<file path="config.mk">
export PLATFORM = sky130hd
export DESIGN_NAME = gmii_frame_tx_mux
export DESIGN_NICKNAME = d
export VERILOG_FILES = /design/src/rtl/gmii_frame_tx_mux.sv
export SDC_FILE = /design/constraint.sdc
export NUM_CORES = 1
export LEC_CHECK = 0
export ABC_CLOCK_PERIOD_IN_PS = 9900
export CAP_MARGIN = 40
export CELL_PAD_IN_SITES_DETAIL_PLACEMENT = 0
export CELL_PAD_IN_SITES_GLOBAL_PLACEMENT = 1
export CORE_MARGIN = 2
export CORE_UTILIZATION = 46
export CTS_CLUSTER_SIZE = 24
export DETAILED_ROUTE_END_ITERATION = 16
export GPL_ROUTABILITY_DRIVEN = 1
export PLACE_DENSITY = 0.84
export SLEW_MARGIN = 15
export SYNTH_ARGS = -nofsm -noshare
export SYNTH_HDL_FRONTEND = slang
export SYNTH_SLANG_ARGS = --single-unit
</file>
<file path="constraint.sdc">
create_clock -name tx_clk -period 9.9 [get_ports tx_clk]
set_input_delay 0.99 -clock tx_clk [delete_from_list [all_inputs] [get_ports tx_clk]]
set_output_delay 0.99 -clock tx_clk [all_outputs]
set_load 0.05 [all_outputs]
</file>
<file path="src/rtl/gmii_frame_tx_mux.sv">
// rtl/gmii_frame_tx_mux.sv - round-robin FIFO-to-GMII frame transmitter with preamble, header, pad and FCS
module gmii_frame_tx_mux #(
    parameter int          DATA_W  = 48,
    parameter int          NCH     = 2,
    parameter int          WORDS   = 40,
    parameter logic [47:0] DST_MAC = 48'hFFFFFFFFFFFF,
    parameter logic [47:0] SRC_MAC = 48'h001122334455,
    parameter logic [15:0] ETYPE   = 16'h88B5
) (
    input  logic                    tx_clk,
    input  logic                    sys_rst_n,
    input  logic [NCH-1:0]          ch_req,
    output logic [NCH-1:0]          ch_rd_en,
    input  logic [NCH*DATA_W-1:0]   ch_dout,
    output logic                    tx_en,
    output logic [7:0]              txd,
    output logic                    busy
);

    localparam int BPW   = DATA_W / 8;
    localparam int PB    = WORDS * BPW;
    localparam int PAD_N = (16 + PB < 60) ? (60 - 16 - PB) : 0;
    localparam int GW    = (NCH > 1) ? $clog2(NCH) : 1;

    typedef enum logic [2:0] {IDLE, PRE, HDR, PAY, PAD, FCS, IFG} state_t;

    state_t            state, nxt_state;
    logic [15:0]       cnt, nxt_cnt;
    logic [3:0]        bcnt, nxt_bcnt;
    logic [GW-1:0]     grant, rr, arb_idx;
    logic              arb_hit;
    logic [7:0]        seq [NCH];
    logic [31:0]       crc;
    logic [DATA_W-1:0] sh, cur_word;
    logic [7:0]        rd_left;
    logic [3:0]        rd_gap;
    logic [7:0]        nxt_byte;
    logic              nxt_en;
    logic [127:0]      hdr_vec;
    logic [31:0]       fcs_word;

    function automatic logic [31:0] crc_byte(input logic [31:0] c, input logic [7:0] d);
        logic [31:0] r;
        r = c ^ {24'h0, d};
        for (int k = 0; k < 8; k++)
            r = r[0] ? ((r >> 1) ^ 32'hEDB88320) : (r >> 1);
        return r;
    endfunction

    assign cur_word = ch_dout[int'(grant)*DATA_W +: DATA_W];
    assign hdr_vec  = {DST_MAC, SRC_MAC, ETYPE, 8'(grant), seq[grant]};
    assign fcs_word = ~crc;

    // Search starts one past the last-served channel.
    always_comb begin
        arb_hit = 1'b0;
        arb_idx = '0;
        for (int i = 1; i <= NCH; i++) begin
            if (!arb_hit && ch_req[(int'(rr) + i) % NCH]) begin
                arb_hit = 1'b1;
                arb_idx = GW'((int'(rr) + i) % NCH);
            end
        end
    end

    always_comb begin
        nxt_state = state;
        nxt_cnt   = cnt + 16'd1;
        nxt_bcnt  = bcnt;
        case (state)
            IDLE: begin
                nxt_cnt = '0;
                if (arb_hit) nxt_state = PRE;
            end
            PRE: if (cnt == 16'd7) begin nxt_state = HDR; nxt_cnt = '0; end
            HDR: if (cnt == 16'd15) begin nxt_state = PAY; nxt_cnt = '0; nxt_bcnt = '0; end
            PAY: begin
                nxt_bcnt = (bcnt == 4'(BPW - 1)) ? 4'd0 : bcnt + 4'd1;
                if (cnt == 16'(PB - 1)) begin
                    nxt_state = (PAD_N > 0) ? PAD : FCS;
                    nxt_cnt   = '0;
                end
            end
            PAD: if (cnt == 16'(PAD_N - 1)) begin nxt_state = FCS; nxt_cnt = '0; end
            FCS: if (cnt == 16'd3) begin nxt_state = IFG; nxt_cnt = '0; end
            IFG: if (cnt == 16'd11) begin nxt_state = IDLE; nxt_cnt = '0; end
            default: nxt_state = IDLE;
        endcase
    end

    // Byte chosen here is the one registered onto txd at the coming edge.
    always_comb begin
        nxt_byte = 8'h00;
        case (nxt_state)
            PRE:     nxt_byte = (nxt_cnt == 16'd7) ? 8'hD5 : 8'h55;
            HDR:     nxt_byte = hdr_vec[8*(15 - int'(nxt_cnt[3:0])) +: 8];
            PAY:     nxt_byte = (nxt_bcnt == 4'd0) ? cur_word[DATA_W-1 -: 8] : sh[DATA_W-1 -: 8];
            FCS:     nxt_byte = fcs_word[8*int'(nxt_cnt[1:0]) +: 8];
            default: nxt_byte = 8'h00;
        endcase
        nxt_en = (nxt_state != IDLE) && (nxt_state != IFG);
    end

    always_ff @(posedge tx_clk or negedge sys_rst_n) begin
        if (!sys_rst_n) begin
            state    <= IDLE;
            cnt      <= '0;
            bcnt     <= '0;
            grant    <= '0;
            rr       <= GW'(NCH - 1);
            crc      <= 32'hFFFFFFFF;
            sh       <= '0;
            rd_left  <= '0;
            rd_gap   <= '0;
            ch_rd_en <= '0;
            tx_en    <= 1'b0;
            txd      <= 8'h00;
            busy     <= 1'b0;
            for (int i = 0; i < NCH; i++) seq[i] <= 8'h00;
        end else begin
            state <= nxt_state;
            cnt   <= nxt_cnt;
            bcnt  <= nxt_bcnt;
            tx_en <= nxt_en;
            txd   <= nxt_en ? nxt_byte : 8'h00;
            busy  <= (nxt_state != IDLE);

            if (state == IDLE && arb_hit) begin
                grant <= arb_idx;
                rr    <= arb_idx;
                crc   <= 32'hFFFFFFFF;
            end else if (nxt_state == HDR || nxt_state == PAY || nxt_state == PAD) begin
                crc <= crc_byte(crc, nxt_byte);
            end

            if (nxt_state == PAY)
                sh <= (nxt_bcnt == 4'd0) ? (cur_word << 8) : (sh << 8);

            if (state == FCS && cnt == 16'd3)
                seq[grant] <= seq[grant] + 8'd1;

            // First read lands two bytes ahead of payload; the rest follow every BPW bytes.
            ch_rd_en <= '0;
            if (nxt_state == HDR && nxt_cnt == 16'd14) begin
                ch_rd_en <= NCH'(1) << grant;
                rd_left  <= 8'(WORDS - 1);
                rd_gap   <= 4'(BPW - 1);
            end else if (rd_gap != 4'd0) begin
                rd_gap <= rd_gap - 4'd1;
            end else if (rd_left != 8'd0) begin
                ch_rd_en <= NCH'(1) << grant;
                rd_left  <= rd_left - 8'd1;
                rd_gap   <= 4'(BPW - 1);
            end
        end
    end

endmodule

</file>
==> summary.txt, run 1 <==
CTS
  – CTS tree: built
  – Total CTS buffers: 17
  – Buffer cell driving the clock tree root: sky130_fd_sc_hd__clkbuf_16
  – CTS Hold Buffers Added: 0
  – Clock Latency Late Sink: ~430 ps
  – Register clock-pin slew on the reported worst setup and hold paths: approximately 60 ps
  – Buffers from clock root to sink, at most: 2
  – Max H-tree Level: 4
  – Cells resized by post-CTS repair: 0
  – Setup fix buffers added after clock tree synthesis: 0
  – Clk sink count: between 100 and 150

Yosys
  – Fraction of the yosys area taken by sequential cells: between 40% and 50%
  – Number of enable-type register cells in the synthesized netlist: 0
  – Number of register bits inferred by synthesis: between 100 and 150
  – Mean cell area of the mapped netlist: about 9.4 µm²
  – Warnings from Yosys: 0
  – Distinct cells, synth: 78
  – Post-synthesis instance area: ~8500 µm²
  – Share of synthesized flip-flops with an asynchronous set or reset: 100.0%
  – Most used flip-flop cell after synthesis: sky130_fd_sc_hd__dfrtp_1
  – Number of standard cells after synthesis: between 900 and 1,000
  – Syn_nets: between 1,000 and 1,500

Worst setup path
  – Slowest library cell on the worst path: sky130_fd_sc_hd__nor3_1
  – Ordered list of cells on the worst path: ha_1 -> nand4_1 -> nor3_1 -> a31oi_1 -> nor4_2 -> buf_4 -> or2_1 -> a211oi_1 -> or3_4 -> xor2_2 -> xnor2_2 -> xor2_1 -> xnor2_1 -> a21oi_1
  – Arrival @ worst endpoint: 5040 ps
  – Startpoint type of the worst setup path: flip-flop
  – Required time of the critical path: between 10,000 and 15,000 ps
  – Worst Setup End Kind: flip-flop
  – Largest fanout on the critical path: 29
  – Path type of the worst setup path: reg2reg
  – R2R setup slack: 5220 ps
  – Largest stage delay on the critical path: about 620 ps

Die
  – Core area: 18,020 µm²
  – Total I/O pin count: ~110
  – Initial standard-cell utilization of the core: 47.11%
  – Horizontal die dimension: between 100 and 150 µm
  – Die area: slightly below 20,000 µm²
  – Y dimension of the die: about 140 µm
  – Std cell rows: between 40 and 50

Routing
  – Avg WL per Cell: between 15 and 20 µm
  – Iter 0 DRT Violations: 365
  – DRC viols: 0
  – Routed wire length: slightly above 20,000 µm
  – Mean number of vias per cell: roughly 5.4
  – Routed via count: about 6,700
  – Detailed-routing iteration count for the pre-antenna-repair pass: 4
  – Antenna-violating nets left: 0

STA
  – Final worst clock skew: between 8 and 9 ps
  – Final number of max-transition violations: 0
  – Worst Tran Pin Value: ~800 ps
  – Post-layout minimum cycle time: between 4000 and 5000 ps
  – Worst relative slew slack: 47.74%
  – Final-report setup violation count: 0
  – Final cycle utilization of the critical path: 47.27%
  – RSZ-0062 raised after global routing: no
  – Summed negative setup slack over all endpoints: 0 ps
  – Hold Violations, Final: 0
  – Max Fclk: approximately 210 MHz

Placement
  – DP HPWL: 14,580 µm
  – Placer's final routability congestion estimate: ~0.83
  – Port Buffer Count: 111

Cells and area
  – Area added between synthesis and finish: 22.34%
  – Most frequent standard cell in the layout excluding fill and tap cells: sky130_fd_sc_hd__nand2_1
  – Fraction of final layout cells sized beyond drive strength 1: between 10 and 15%
  – Commonest non-fill, non-tap cells in the layout: sky130_fd_sc_hd__nand2_1 (119), sky130_fd_sc_hd__clkdlybuf4s50_1 (110), sky130_fd_sc_hd__dfrtp_1 (103)
  – Net total in the final layout: 1,094
  – Diode count: 0

Min path
  – Worst Hold Class: reg2reg

Global route
  – Pin count of the biggest net entering global routing: 89
  – Congestion Overflow GR: 0
  – Global-route wire length before repair: 35,140 µm
  – Number of antenna violations at the first check in global routing: 0
  – Vias in the first global route: approximately 6,800
  – Combined global-route utilization of all metal layers: roughly 22%

Flow run
  – Number of max-cap violations: 0

Outcome
  – Status: complete, no violations
-- state kept, by name, summed over array words and instances (netlist names) --
name      cells
rd_gap        4
rd_left       8
crc          32
rr            1
txd           8
ch_rd_en      2
seq          16
grant         1
bcnt          4
sh           40
cnt          16
tx_en         1
state         3
busy          1
-- final cells by class --
type                            count  area (µm²)
Fill cell                        1662        7637
Multi-Input combinational cell    698        4745
Sequential cell                   137        3473
Timing Repair Buffer              119        1200
Clock buffer                       21       460.4
Tap cell                          229       286.5
Clock inverter                     11       170.2
Inverter                           14       52.55
-- metal layers --
layer	routed length (µm)	vias up	GRT usage, %
met2	9791	130	36.33
li1	-	3312	-
met5	0	-	0
met3	783	22	4.301
met1	9646	3225	30.48
met4	407	0	7.053
-- worst paths after layout --
path / startpoint / endpoint / cells after the start
worst max register to register: cnt[1] / crc[24] / 14
worst min register to register: seq[8] / seq[8] / 1
worst max-delay path: cnt[1] / crc[24] / 14
max in group asynchronous: sys_rst_n / crc[12] / 3
worst min-delay path: seq[8] / seq[8] / 1
min in group asynchronous: sys_rst_n / bcnt[3] / 1
-- kinds of logic after synthesis --
family / synth area share, %
buf+inv: 3.448
fa+ha+maj: 1.031
flops: 40.86
mux: 9.755
compound gates: 14.60
simple gates: 17.32
xor+xnor: 12.98
-- cell usage after synthesis (all sizes together), types with 2 or more instances --
library cell	instances	area (µm²)
nor3	14	70.07
buf	14	78.83
o31a	2	17.52
nor4	7	43.79
a31oi	5	31.28
nor2b	9	56.30
o22ai	4	25.02
or2	4	25.03
and3	5	31.28
nor3b	2	15.01
xnor2	62	606.8
nand2b	10	62.56
dfstp	33	867.1
a21boi	2	15.01
clkbuf	43	161.4
a32o	2	20.02
o31ai	4	35.03
mux2i	49	490.5
and2	10	65.06
o32ai	2	17.52
nand4b	2	17.52
a211oi	6	50.05
a21oi	39	198.9
mux2	30	337.8
nand3	23	115.1
inv	14	52.55
nand4	7	50.05
o21ai	96	484.2
a21o	5	37.54
o22a	5	43.79
nand3b	6	48.80
dfrtp	104	2603
nor2	71	266.5
or4	7	71.31
a22oi	6	45.04
xor2	42	473.0
a211o	5	45.04
o211ai	3	27.52
ha	7	87.58
or3	5	36.28
nand2	120	450.4
and3b	2	17.52
o2111ai	4	41.29
-- worst max-delay path: cells and delay by family (launching register included) --
kind	cells	cell delay, ps
xor+xnor	4	1150
buf+inv	1	380
flops	1	420
fa+ha+maj	1	300
compound gates	3	560
simple gates	5	1760
-- per-stage QoR --
| stage | cell area [µm²] | setup slack, ps | cells | hold slack [ps] | utilization [%] |
|---|---|---|---|---|---|
| final | 10390 | 5220 | 1229 | 467.9 | 57.63 |
| after global routing | 10390 | 4899 | 1229 | 480.5 | 57.63 |
| after CTS | 10390 | 5243 | 1229 | 473.0 | 57.63 |
| after detailed placement | 9757 | 4935 | 1197 | 462.9 | 54.13 |
| after global placement | 9714 | 5054 | 1195 | 456.5 | 53.89 |
| after floorplan | 8491 | 5881 | 906 | 441.0 | - |
Power of run 1 is not shown: default switching activity piles up to over one toggle a cycle in this logic, so the estimate is an artifact.
==> run 2: changes to the inputs <==
--- a/config.mk
+++ b/config.mk
@@ -5,16 +5,16 @@
 export SDC_FILE = /design/constraint.sdc
 export NUM_CORES = 1
 export LEC_CHECK = 0
-export ABC_CLOCK_PERIOD_IN_PS = 9900
+export ABC_CLOCK_PERIOD_IN_PS = 3900
 export CAP_MARGIN = 40
 export CELL_PAD_IN_SITES_DETAIL_PLACEMENT = 0
 export CELL_PAD_IN_SITES_GLOBAL_PLACEMENT = 1
 export CORE_MARGIN = 2
-export CORE_UTILIZATION = 46
+export CORE_UTILIZATION = 39
 export CTS_CLUSTER_SIZE = 24
 export DETAILED_ROUTE_END_ITERATION = 16
 export GPL_ROUTABILITY_DRIVEN = 1
-export PLACE_DENSITY = 0.84
+export PLACE_DENSITY = 0.75
 export SLEW_MARGIN = 15
 export SYNTH_ARGS = -nofsm -noshare
 export SYNTH_HDL_FRONTEND = slang
==> constraint.sdc (replaced) <==
create_clock -name tx_clk -period 3.9 [get_ports tx_clk]
set_input_delay 0.39 -clock tx_clk [delete_from_list [all_inputs] [get_ports tx_clk]]
set_output_delay 0.39 -clock tx_clk [all_outputs]
set_load 0.05 [all_outputs]
==> run 2 against run 1 <==
Against the previous run:
- the flow now finishes with violations (negative setup slack)
- global-route usage decreased by 1.6 points
- sequential share of layout area fell by 4.4 points
- register-to-register slack worse by 5300 ps
- non-clock buffer count grew 121
==> summary.txt, run 2 (synthesized netlist as in run 1, its figures left out) <==
Worst setup path
  – Count of buffering cells on the critical path with inverters included: 1 (unchanged)
  – Largest stage delay on the critical path: 560 ps (was 620 ps)
  – Slowest library cell on the worst path: sky130_fd_sc_hd__or4_4 (was sky130_fd_sc_hd__nor3_1)
  – Path type of the worst setup path: reg2reg (unchanged)
  – Arrival @ worst endpoint: 4400 ps (was 5040 ps)
  – Startpoint type of the worst setup path: flip-flop (unchanged)
  – Endpoint of the worst-slack reg-to-reg timing path: crc[27] (was crc[24])
  – R2R setup slack: -130 ps (was 5220 ps)
  – Most frequent cell on the critical path: sky130_fd_sc_hd__or4_4
  – Required time of the critical path: 4280 ps (was 10,260 ps)
  – Depth of the most critical reg-to-reg path: 13 (was 14)
  – Ordered list of cells on the worst path: or4_4 -> or4_4 -> o21ba_4 -> or4_4 -> a32o_1 -> a2111oi_2 -> a311o_2 -> xor2_4 -> xnor2_4 -> buf_12 -> xnor2_4 -> xor2_1 -> o22a_1 (was ha_1 -> nand4_1 -> nor3_1 -> a31oi_1 -> nor4_2 -> buf_4 -> or2_1 -> a211oi_1 -> or3_4 -> xor2_2 -> xnor2_2 -> xor2_1 -> xnor2_1 -> a21oi_1)
  – FF-to-FF Start: cnt[15] (was cnt[1])
  – Cell family contributing the most delay on the critical path: simple AND/OR/NAND/NOR gates (unchanged)
  – Worst path depth: 13 (was 14)
  – Largest fanout on the critical path: 6 (was 29)
  – Worst Setup End Kind: flip-flop (unchanged)

Global route
  – Pin count of the biggest net entering global routing: 62 (was 89)
  – Vias in the first global route: 7,292 (was 6,764)
  – Congestion Overflow GR: 0 (unchanged)
  – Combined global-route utilization of all metal layers: 20.75% (was 22.40%)
  – Global-route wire length before repair: 37,090 µm (was 35,140 µm)
  – Number of antenna violations at the first check in global routing: 0 (unchanged)

CTS
  – Buffers from clock root to sink, at most: 2 (unchanged)
  – CTS tree: built (unchanged)
  – Clk sink count: 137 (unchanged)
  – Max H-tree Level: 4 (unchanged)
  – Buffer cell driving the clock tree root: sky130_fd_sc_hd__clkbuf_16 (unchanged)
  – Clock Latency Late Sink: 430 ps (about the same)
  – Total CTS buffers: 17 (unchanged)
  – Register clock-pin slew on the reported worst setup and hold paths: 60 ps (about the same)

STA
  – Final cycle utilization of the critical path: 103.2% (was 47.27%)
  – Final number of max-transition violations: 0 (unchanged)
  – Hold Violations, Final: 0 (unchanged)
  – Worst Tran Pin Value: 656.9 ps (was 784.0 ps)
  – Post-route setup slack: -125.6 ps (was 5220 ps)
  – RSZ-0062 raised after global routing: yes (was no)
  – Final-report setup violation count: 17 (was 0)
  – Post-layout minimum cycle time: 4026 ps (was 4680 ps)
  – Final worst clock skew: 11.21 ps (was 8.863 ps)
  – Worst relative slew slack: 56.21% (was 47.74%)
  – Max Fclk: 248.4 MHz (was 213.7 MHz)

Cells and area
  – Registers with the most flip-flops: sh (40), crc (32) (unchanged)
  – Commonest non-fill, non-tap cells in the layout: sky130_fd_sc_hd__nand2_1 (118), sky130_fd_sc_hd__clkdlybuf4s50_1 (110), sky130_fd_sc_hd__dfrtp_1 (103), sky130_fd_sc_hd__buf_4 (103), sky130_fd_sc_hd__o21ai_0 (91) (was sky130_fd_sc_hd__nand2_1 (119), sky130_fd_sc_hd__clkdlybuf4s50_1 (110), sky130_fd_sc_hd__dfrtp_1 (103))
  – Net total in the final layout: 1,215 (was 1,094)
  – Diode count: 0 (unchanged)
  – Area added between synthesis and finish: 40.94% (was 22.34%)
  – Fraction of final layout cells sized beyond drive strength 1: 28.37% (was 14.50%)
  – Number of flip-flops in the largest register: 40 (unchanged)
  – Post-route insts no fill: 1,396 (was 1,229)
  – Most frequent standard cell in the layout excluding fill and tap cells: sky130_fd_sc_hd__nand2_1 (unchanged)
  – Fin util: 56.39% (was 57.63%)
  – Register name with the most flops: sh (unchanged)
  – Filler cell count in the final layout: 1,861 (was 1,662)

Placement
  – DP HPWL: 16,160 µm (was 14,580 µm)
  – Port Buffer Count: 111 (unchanged)
  – Placer's final routability congestion estimate: 0.8919 (was 0.8280)
  – Cell total after placement: 1,347 (was 1,197)

Routing
  – Mean number of vias per cell: 5.184 (was 5.443)
  – Antenna-violating nets left: 0 (unchanged)
  – Routed via count: 7,237 (was 6,689)
  – Detailed-routing iteration count for the pre-antenna-repair pass: 5 (was 4)
  – Routed wire length: 22,840 µm (was 20,630 µm)
  – Iter 0 DRT Violations: 344 (was 365)
  – DRC viols: 0 (unchanged)
  – Avg WL per Cell: 16.36 µm (was 16.78 µm)

Die
  – Core area: 21,220 µm² (was 18,020 µm²)
  – Die area: 22,970 µm² (was 19,560 µm²)
  – Horizontal die dimension: 151.6 µm (was 139.9 µm)
  – Std cell rows: 53 (was 49)
  – Total I/O pin count: 112 (unchanged)
  – Initial standard-cell utilization of the core: 40.01% (was 47.11%)
  – Y dimension of the die: 151.6 µm (was 139.9 µm)

Min path
  – Worst Hold Class: in2async (was reg2reg)

Flow run
  – Number of max-cap violations: 0 (unchanged)

Outcome
  – Failing checks: negative setup slack
  – Status: finished with violations (was complete, no violations)
==> run 2: metal layers <==
metal	vias to the layer above	wire length, µm	GRT usage [%]
li1	3553	-	-
met1	3492	10630	28.37
met2	163	11040	33.55
met3	29	844	3.982
met4	0	313	6.204
met5	-	0	0
==> run 2: area by class of cell <==
| class | instances | area, µm² | share of cell area [%] |
|---|---|---|---|
| inverter | 14 | 52.55 | 0.4391 |
| clock inverter | 14 | 170.2 | 1.422 |
| multi-input combinational | 698 | 5244 | 43.82 |
| sequential | 137 | 3473 | 29.03 |
| tap | 275 | 344.1 | 2.875 |
| clock buffer | 18 | 439.2 | 3.670 |
| timing repair buffer | 240 | 2243 | 18.75 |
==> run 2: repair_timing <==
action | 4_1_cts | 5_1_grt
hold buffers | 1 | 0
cloned | 1 | 0
pin swaps | 39 | 44
hold endpoints to repair | 33 | 0
gates resized for setup | 45 | 43
endpoints found under the setup margin | 26 | 28
buffers inserted | 8 | 9
==> run 2: worst max-delay path by stage <==
stage,start,end,slack (ps)
2_1_floorplan,cnt[5],crc[19],-60
3_3_place_gp,cnt[15],crc[27],-180
3_5_place_dp,cnt[15],crc[27],-190
4_1_cts,cnt[15],crc[27],-60
5_1_grt,cnt[15],crc[27],-270
6_report,cnt[15],crc[27],-130
==> run 2: worst register-to-register path, delay by kind of cell, from the launching register on <==
family | cells | cell delay (ps)
AO/OA/AOI/OAI | 5 | 1140
XOR/XNOR | 4 | 720
buffers and inverters | 1 | 160
flip-flops | 1 | 380
AND/OR/NAND/NOR | 3 | 1570
==> run 2: per-stage QoR <==
step | hold slack, ps | TNS (ps) | setup slack (ps) | area, µm²
finish | 417.4 | -1075 | -125.6 | 11970
global route | 460.0 | -4348 | -265.6 | 11970
CTS | 432.6 | -374.7 | -64.63 | 11630
detailed placement | 323.2 | -2371 | -189.8 | 10640
global placement | 455.4 | -2349 | -180.4 | 10590
floorplan | 94.41 | -172.9 | -55.37 | 8507
Power of run 2 is left out for the same reason.
